$ cat src/rtl/timer_pkg.sv
// rtl/timer_pkg.sv - select/edge codes, tap bit indices and strobe helper for timer_prescaler
package timer_pkg;

  localparam logic [2:0] CS_DIV2      = 3'd0;
  localparam logic [2:0] CS_DIV8      = 3'd1;
  localparam logic [2:0] CS_DIV32     = 3'd2;
  localparam logic [2:0] CS_DIV64     = 3'd3;
  localparam logic [2:0] CS_DIV1024   = 3'd4;
  localparam logic [2:0] CS_DIV8192   = 3'd5;
  localparam logic [2:0] CS_EXT       = 3'd6;
  localparam logic [2:0] CS_STOP_CASC = 3'd7;

  localparam logic [1:0] ES_RISE = 2'b00;
  localparam logic [1:0] ES_FALL = 2'b01;
  localparam logic [1:0] ES_BOTH = 2'b10;
  localparam logic [1:0] ES_NONE = 2'b11;

  localparam int TAP_DIV2    = 1;
  localparam int TAP_DIV8    = 3;
  localparam int TAP_DIV32   = 5;
  localparam int TAP_DIV64   = 6;
  localparam int TAP_DIV1024 = 10;
  localparam int TAP_DIV8192 = 13;
  localparam int TAP_MAX     = TAP_DIV8192;

  // True when the low n bits of v are all ones.
  function automatic logic low_ones(input logic [TAP_MAX-1:0] v, input int n);
    logic r;
    r = 1'b1;
    for (int i = 0; i < TAP_MAX; i++) begin
      if (i < n) r = r & v[i];
    end
    return r;
  endfunction

endpackage

$ cat src/rtl/tmr_ext_edge_det.sv
// rtl/tmr_ext_edge_det.sv - TMCI synchroniser, prev flop and arm-gated rise/fall/both detect
module tmr_ext_edge_det #(
  parameter int SYNC_STAGES = 2
) (
  input  logic clk,
  input  logic rst_n,
  input  logic arm,
  input  logic ext_in,
  output logic rise,
  output logic fall,
  output logic both
);

  logic [SYNC_STAGES-1:0] sync_q;
  logic                   prev_q;
  logic                   s;

  always_ff @(posedge clk or negedge rst_n) begin
    if (!rst_n) begin
      sync_q <= '0;
      prev_q <= 1'b0;
    end else begin
      sync_q <= {sync_q[SYNC_STAGES-2:0], ext_in};
      prev_q <= sync_q[SYNC_STAGES-1];
    end
  end

  assign s    = sync_q[SYNC_STAGES-1];
  assign rise = arm & s & ~prev_q;
  assign fall = arm & ~s & prev_q;
  assign both = arm & (s ^ prev_q);

endmodule

$ cat src/rtl/timer_prescaler.sv
// rtl/timer_prescaler.sv - shared prescaler and per-channel cnt_en pulses; TMR_PRESCALER_CASCADE_EN enables ovf cascade
module timer_prescaler
  import timer_pkg::*;
#(
  parameter int NUM_CH      = 2,
  parameter int SYNC_STAGES = 2,
  parameter int PSC_W       = 13
) (
  input  logic                  clk,
  input  logic                  rst_n,
  input  logic                  psc_clr,
  input  logic [NUM_CH-1:0]     ext_clk_in,
  input  logic [3*NUM_CH-1:0]   clk_sel,
  input  logic [2*NUM_CH-1:0]   edge_sel,
  input  logic [NUM_CH-1:0]     ovf_in,
  output logic [NUM_CH-1:0]     cnt_en,
  output logic [PSC_W-1:0]      psc_q
);

  localparam int ARM_W = $clog2(SYNC_STAGES + 2);
  localparam logic [ARM_W-1:0] ARM_DONE = ARM_W'(SYNC_STAGES + 1);

  logic [ARM_W-1:0]    arm_cnt;
  logic                armed;
  logic [3*NUM_CH-1:0] sel_q;
  logic [5:0]          div_str;
  logic [NUM_CH-1:0]   ch_src;

  always_ff @(posedge clk or negedge rst_n) begin
    if (!rst_n) begin
      psc_q   <= '0;
      arm_cnt <= '0;
      sel_q   <= '1;
      cnt_en  <= '0;
    end else begin
      psc_q <= psc_clr ? '0 : psc_q + PSC_W'(1);
      if (arm_cnt != ARM_DONE) arm_cnt <= arm_cnt + ARM_W'(1);
      sel_q  <= clk_sel;
      cnt_en <= ch_src;
    end
  end

  // Masks a false rise from an input held high through reset while the sync chain fills.
  assign armed = (arm_cnt == ARM_DONE);

  always_comb begin
    div_str    = '0;
    div_str[0] = low_ones(psc_q[TAP_MAX-1:0], TAP_DIV2);
    div_str[1] = low_ones(psc_q[TAP_MAX-1:0], TAP_DIV8);
    div_str[2] = low_ones(psc_q[TAP_MAX-1:0], TAP_DIV32);
    div_str[3] = low_ones(psc_q[TAP_MAX-1:0], TAP_DIV64);
    div_str[4] = low_ones(psc_q[TAP_MAX-1:0], TAP_DIV1024);
    div_str[5] = low_ones(psc_q[TAP_MAX-1:0], TAP_DIV8192);
    if (psc_clr) div_str = '0;
  end

`ifdef TMR_PRESCALER_CASCADE_EN
  logic unused_ovf;
  assign unused_ovf = ovf_in[NUM_CH-1];
`else
  logic unused_ovf;
  assign unused_ovf = ^ovf_in;
`endif

  for (genvar ch = 0; ch < NUM_CH; ch++) begin : g_ch
    logic rise, fall, both, casc, src;

    tmr_ext_edge_det #(
      .SYNC_STAGES(SYNC_STAGES)
    ) u_edge (
      .clk    (clk),
      .rst_n  (rst_n),
      .arm    (armed),
      .ext_in (ext_clk_in[ch]),
      .rise   (rise),
      .fall   (fall),
      .both   (both)
    );

`ifdef TMR_PRESCALER_CASCADE_EN
    if (ch > 0) begin : g_casc
      assign casc = ovf_in[ch-1];
    end else begin : g_nocasc
      assign casc = 1'b0;
    end
`else
    assign casc = 1'b0;
`endif

    always_comb begin
      src = 1'b0;
      case (sel_q[3*ch +: 3])
        CS_DIV2:    src = div_str[0];
        CS_DIV8:    src = div_str[1];
        CS_DIV32:   src = div_str[2];
        CS_DIV64:   src = div_str[3];
        CS_DIV1024: src = div_str[4];
        CS_DIV8192: src = div_str[5];
        CS_EXT: begin
          case (edge_sel[2*ch +: 2])
            ES_RISE: src = rise;
            ES_FALL: src = fall;
            ES_BOTH: src = both;
            default: src = 1'b0;
          endcase
        end
        default:    src = casc;
      endcase
    end

    assign ch_src[ch] = src;
  end

endmodule
$ cat config.mk
export PLATFORM = sky130hd
export DESIGN_NAME = timer_prescaler
export DESIGN_NICKNAME = d
export VERILOG_FILES = /design/src/rtl/timer_pkg.sv /design/src/rtl/tmr_ext_edge_det.sv /design/src/rtl/timer_prescaler.sv
export SDC_FILE = /design/constraint.sdc
export NUM_CORES = 1
export LEC_CHECK = 0
export CAP_MARGIN = 10
export CORE_UTILIZATION = 30
export DETAILED_ROUTE_END_ITERATION = 10
export PLACE_DENSITY = 0.63
export SLEW_MARGIN = 20
export SYNTH_ARGS = -nofsm -noshare
export SYNTH_HDL_FRONTEND = slang
export SYNTH_SLANG_ARGS = --single-unit
$ cat constraint.sdc
create_clock -name clk -period 1.4 [get_ports clk]
set_input_delay 0.21 -clock clk [delete_from_list [all_inputs] [get_ports clk]]
set_output_delay 0.21 -clock clk [all_outputs]
set_load 0.02 [all_outputs]
==> parameters.txt <==
Parameter                              Value

Critical path
  R2r setup slk ... -70 ps
  Setup crit end kind ... flip-flop
  Reg2Reg Launch Point ... psc_q[1]
  R2R Path End ... cnt_en[1]
  Slowest cell on crit path ... sky130_fd_sc_hd__dfrtp_2
  Worst reg2reg path depth ... 6
  CP max FO ... 3
  Most Frequent Cell on Critical Path ... sky130_fd_sc_hd__ha_4
  Arrival time at the worst endpoint ... ~1700 ps
  Crit path cell chain ... ha_4 -> ha_4 -> and4b_1 -> nand4_1 -> a211o_1 -> a31oi_1
  Critical path startpoint category ... flip-flop
  Critical path's largest stage delay ... 380 ps
  Crit Path Class ... flip-flop to flip-flop
  Critical path data required time ... 1600 ps
  Critical Path Source ... psc_q[1]
  Crit path to ... cnt_en[1]

GRT
  Vias in the first global route ... 962
  Total congestion overflow ... 0
  Largest net degree at the start of global routing ... 30
  Number of antenna violations at the first check in global routing ... 0
  Total routing usage reported by global routing ... 13.8%
  First-pass GRT wire length ... ~4400 µm

Yosys
  Flop and latch count out of synthesis ... 29
  Dominant combinational cell family by area after synthesis ... simple AND/OR/NAND/NOR gates
  Adder and majority cell fraction of the synthesized area ... 3.02%
  Simple-Gate Fraction of Synth Area ... 19.6%
  Post-synthesis mux area share ... between 2 and 3%
  Async S/R FF share, synth ... 100%
  Cell taking the most area after synthesis ... sky130_fd_sc_hd__dfrtp_1
  Top area cells in the synthesized netlist ... sky130_fd_sc_hd__dfrtp_1 (46%), sky130_fd_sc_hd__dfstp_2 (13%), sky130_fd_sc_hd__xnor2_1 (6.3%)
  Synthesized instance count ... approximately 110
  Net count after synthesis ... 127
  Post-synth EDFFs ... 0
  Compound-gate portion of the synthesized area ... 6.34%
  Count of distinct cell types in the synthesized netlist ... 29
  Leading cell type by number of instances after synthesis ... sky130_fd_sc_hd__dfrtp_1
  Post-synthesis sequential area ratio ... 59.0%
  Syn. warnings ... 0
  Xor/xnor cell area share of the yosys netlist ... between 8 and 9%
  Synth Cell Area ... 0.00124 mm²
  Synth Flop Type ... sky130_fd_sc_hd__dfrtp_1
  Syn_area_per_cell ... 11.6 µm²
  Commonest cells in the netlist ... sky130_fd_sc_hd__dfrtp_1 (23), sky130_fd_sc_hd__nor2_1 (13), sky130_fd_sc_hd__xnor2_1 (9), sky130_fd_sc_hd__nand2_1 (7)
  Fraction of post-synthesis cell area in the top cell type by area ... 46.3%

CTS
  Number of hold buffers added after CTS ... 0
  H-tree lvl count ... 2
  Root buffer cell ... sky130_fd_sc_hd__clkbuf_8
  Clock tree from TritonCTS ... yes
  Number of CTS-inserted buffers ... 5
  Number of sinks on the clock net ... 29
  Clk buf depth ... 2
  Setup Buffers After CTS ... 0
  Clock Latency Late Sink ... ~280 ps
  Clock input transition at the sequential cells of the worst setup and hold paths ... around 60 ps

STA
  Setup repair after global routing missed its margin ... true
  Maximum clock rate ... slightly below 700 MHz
  Worst slew margin ... 83.6%
  Number of max-slew violations in the final report ... 0
  Final clock skew ... 6.47 ps
  Actual transition at the worst max-transition pin ... 244 ps
  Fin crit period ... 1470 ps
  Fin. Hold Viols ... 0
  Setup violation total in the final timing report ... 2
  Final worst-path setup slack ... -74.3 ps
  Final critical-path share of the clock period ... 105%

Floorplan
  Die footprint ... 0.00440 mm²
  Height of the die ... around 66 µm
  Placeable core region ... 0.00400 mm²
  Floorplan row count ... 23
  Die width ... 66.4 µm
  I/O pin count ... 32
  Starting Density ... 31.1%

Route
  Count of vias placed by the detailed router ... ~940
  Number of DRC markers in iteration 0 ... 35
  DRC violations left ... 0
  Drt first pass iters ... 4
  Avg WL per Cell ... about 12 µm
  Final ANT Viol Nets ... 0
  Per-cell via count in the routed design ... approximately 4.7
  Total wire length ... around 2500 µm

Power
  Worst IR drop on VDD ... between 600 and 700 µV
  Internal power of the cells ... approximately 0.0015 W
  Relative contribution of the clock network to total power ... around 45%
  PD cells ... 1080 mW/mm²
  Switching Fraction ... 20.4%
  Fraction of power consumed by sequential logic ... 46.3%
  Reported net switching power ... 0.000396 W
  Static Leakage ... 0.754 nW
  Combinational fraction of design power ... 8.3%

Placement
  Standard cell area after detailed placement ... 0.00168 mm²
  RD Place Congestion ... ~0.75
  Worst slack, placed ... -144 ps
  Detailed placement HPWL ... 1830 µm
  I/O Buffers ... 29

Status
  Violated checks ... negative setup slack
  Outcome ... finished, violations left

Flow run
  Maximum capacitance violations ... 0

Hold path
  Hold/Removal Path Class ... primary input to asynchronous set/reset pin

Finish
  Inserted Diodes ... 0
  Final std cell area, no fill ... 0.00179 mm²
  Nets ... 169
  Synthesis-to-layout area growth ... 44.4%
  Share of post-route cells with drive strength above 1 ... 21.3%
==> cell usage in the layout, fill, tap and decap left out, drive strengths merged <==
master	instances
nor3	5
o22ai	1
nor3b	2
buf	7
or3	1
a211o	3
a31oi	2
o21ai	2
nand3b	1
and3	2
clkdlybuf4s15	3
clkdlybuf4s50	14
and4b	1
nor2b	3
ha	3
o32a	1
dfrtp	23
bufinv	1
xnor2	9
dfstp	6
nor2	13
a311oi	1
dlygate4sd2	12
mux2i	2
nand4	2
inv	2
clkbuf	7
xor2	3
nand2b	1
nor4	2
nand3	6
a21oi	1
nand2	7
mux2	1
==> flip-flops by register name, indices dropped and copies added (netlist names) <==
register            cells
cnt_en                  2
g_ch.u_edge.prev_q      2
sel_q                   6
g_ch.u_edge.sync_q      4
psc_q                  13
arm_cnt                 2
==> layer usage <==
metal	wire [µm]	global-route usage, %
met1	1110	15.4
met2	1200	23.0
met5	0	0
met3	129	5.34
met4	46	6.38
==> through the flow <==
step	power (W)	hold slack (ps)	std cells	util (%)	TNS (ps)
after floorplan	0.000966	-85.6	107	-	-230
after global placement	0.00108	334	192	42.1	-222
after detailed placement	0.00108	336	192	42.1	-295
after CTS	0.00196	286	200	44.5	-184
after global routing	0.00203	302	200	44.9	-394
final	0.00194	279	200	44.9	-148
==> cell families after synthesis <==
| kind of cell | after synthesis |
|---|---|
| compound gates | 11 |
| xor+xnor | 12 |
| fa+ha+maj | 3 |
| buf+inv | 3 |
| flops | 29 |
| mux | 3 |
| simple gates | 46 |
==> how the worst min path moves through the flow <==
stage,startpoint,depth (start not counted),endpoint
after floorplan,rst_n,0,arm_cnt[0]
after CTS,rst_n,2,g_ch[1].u_edge.sync_q[1]
after global placement,g_ch[1].u_edge.sync_q[0],0,g_ch[1].u_edge.sync_q[1]
after global routing,rst_n,2,g_ch[1].u_edge.sync_q[0]
after detailed placement,g_ch[0].u_edge.sync_q[0],0,g_ch[0].u_edge.sync_q[1]
final,rst_n,2,g_ch[1].u_edge.prev_q
==> what timing repair did <==
item                                    CTS  global route
pin swaps                                 1             1
endpoints found under the setup margin   19            12
hold endpoints to repair                  0             0
resized for setup                        15             8
==> power groups by stage <==
stage,clock network (W),logic [W],registers (W)
final,0.000881,0.000161,0.000899
after global routing,0.000951,0.000178,0.000903
after CTS,0.000898,0.000163,0.000899
after detailed placement,0,0.000169,0.000914
after global placement,0,0.000167,0.000912
after floorplan,0,0.0000401,0.000926
==> layout make-up <==
class	instances	area, µm²
Inverter	2	7.51
Sequential cell	29	741
Timing Repair Buffer	36	340
Fill cell	388	2210
Multi-Input combinational cell	75	527
Clock buffer	7	86.3
Tap cell	50	62.6
Clock inverter	1	30.0
==> worst max-delay path, delay by kind of cell, from the launching register on <==
family,cells,cell delay [ps]
AND/OR/NAND/NOR,2,370
flip-flops,1,380
adder cells (fa/ha/maj),2,270
AO/OA/AOI/OAI,2,380
Power figures use the tool's default switching activity.
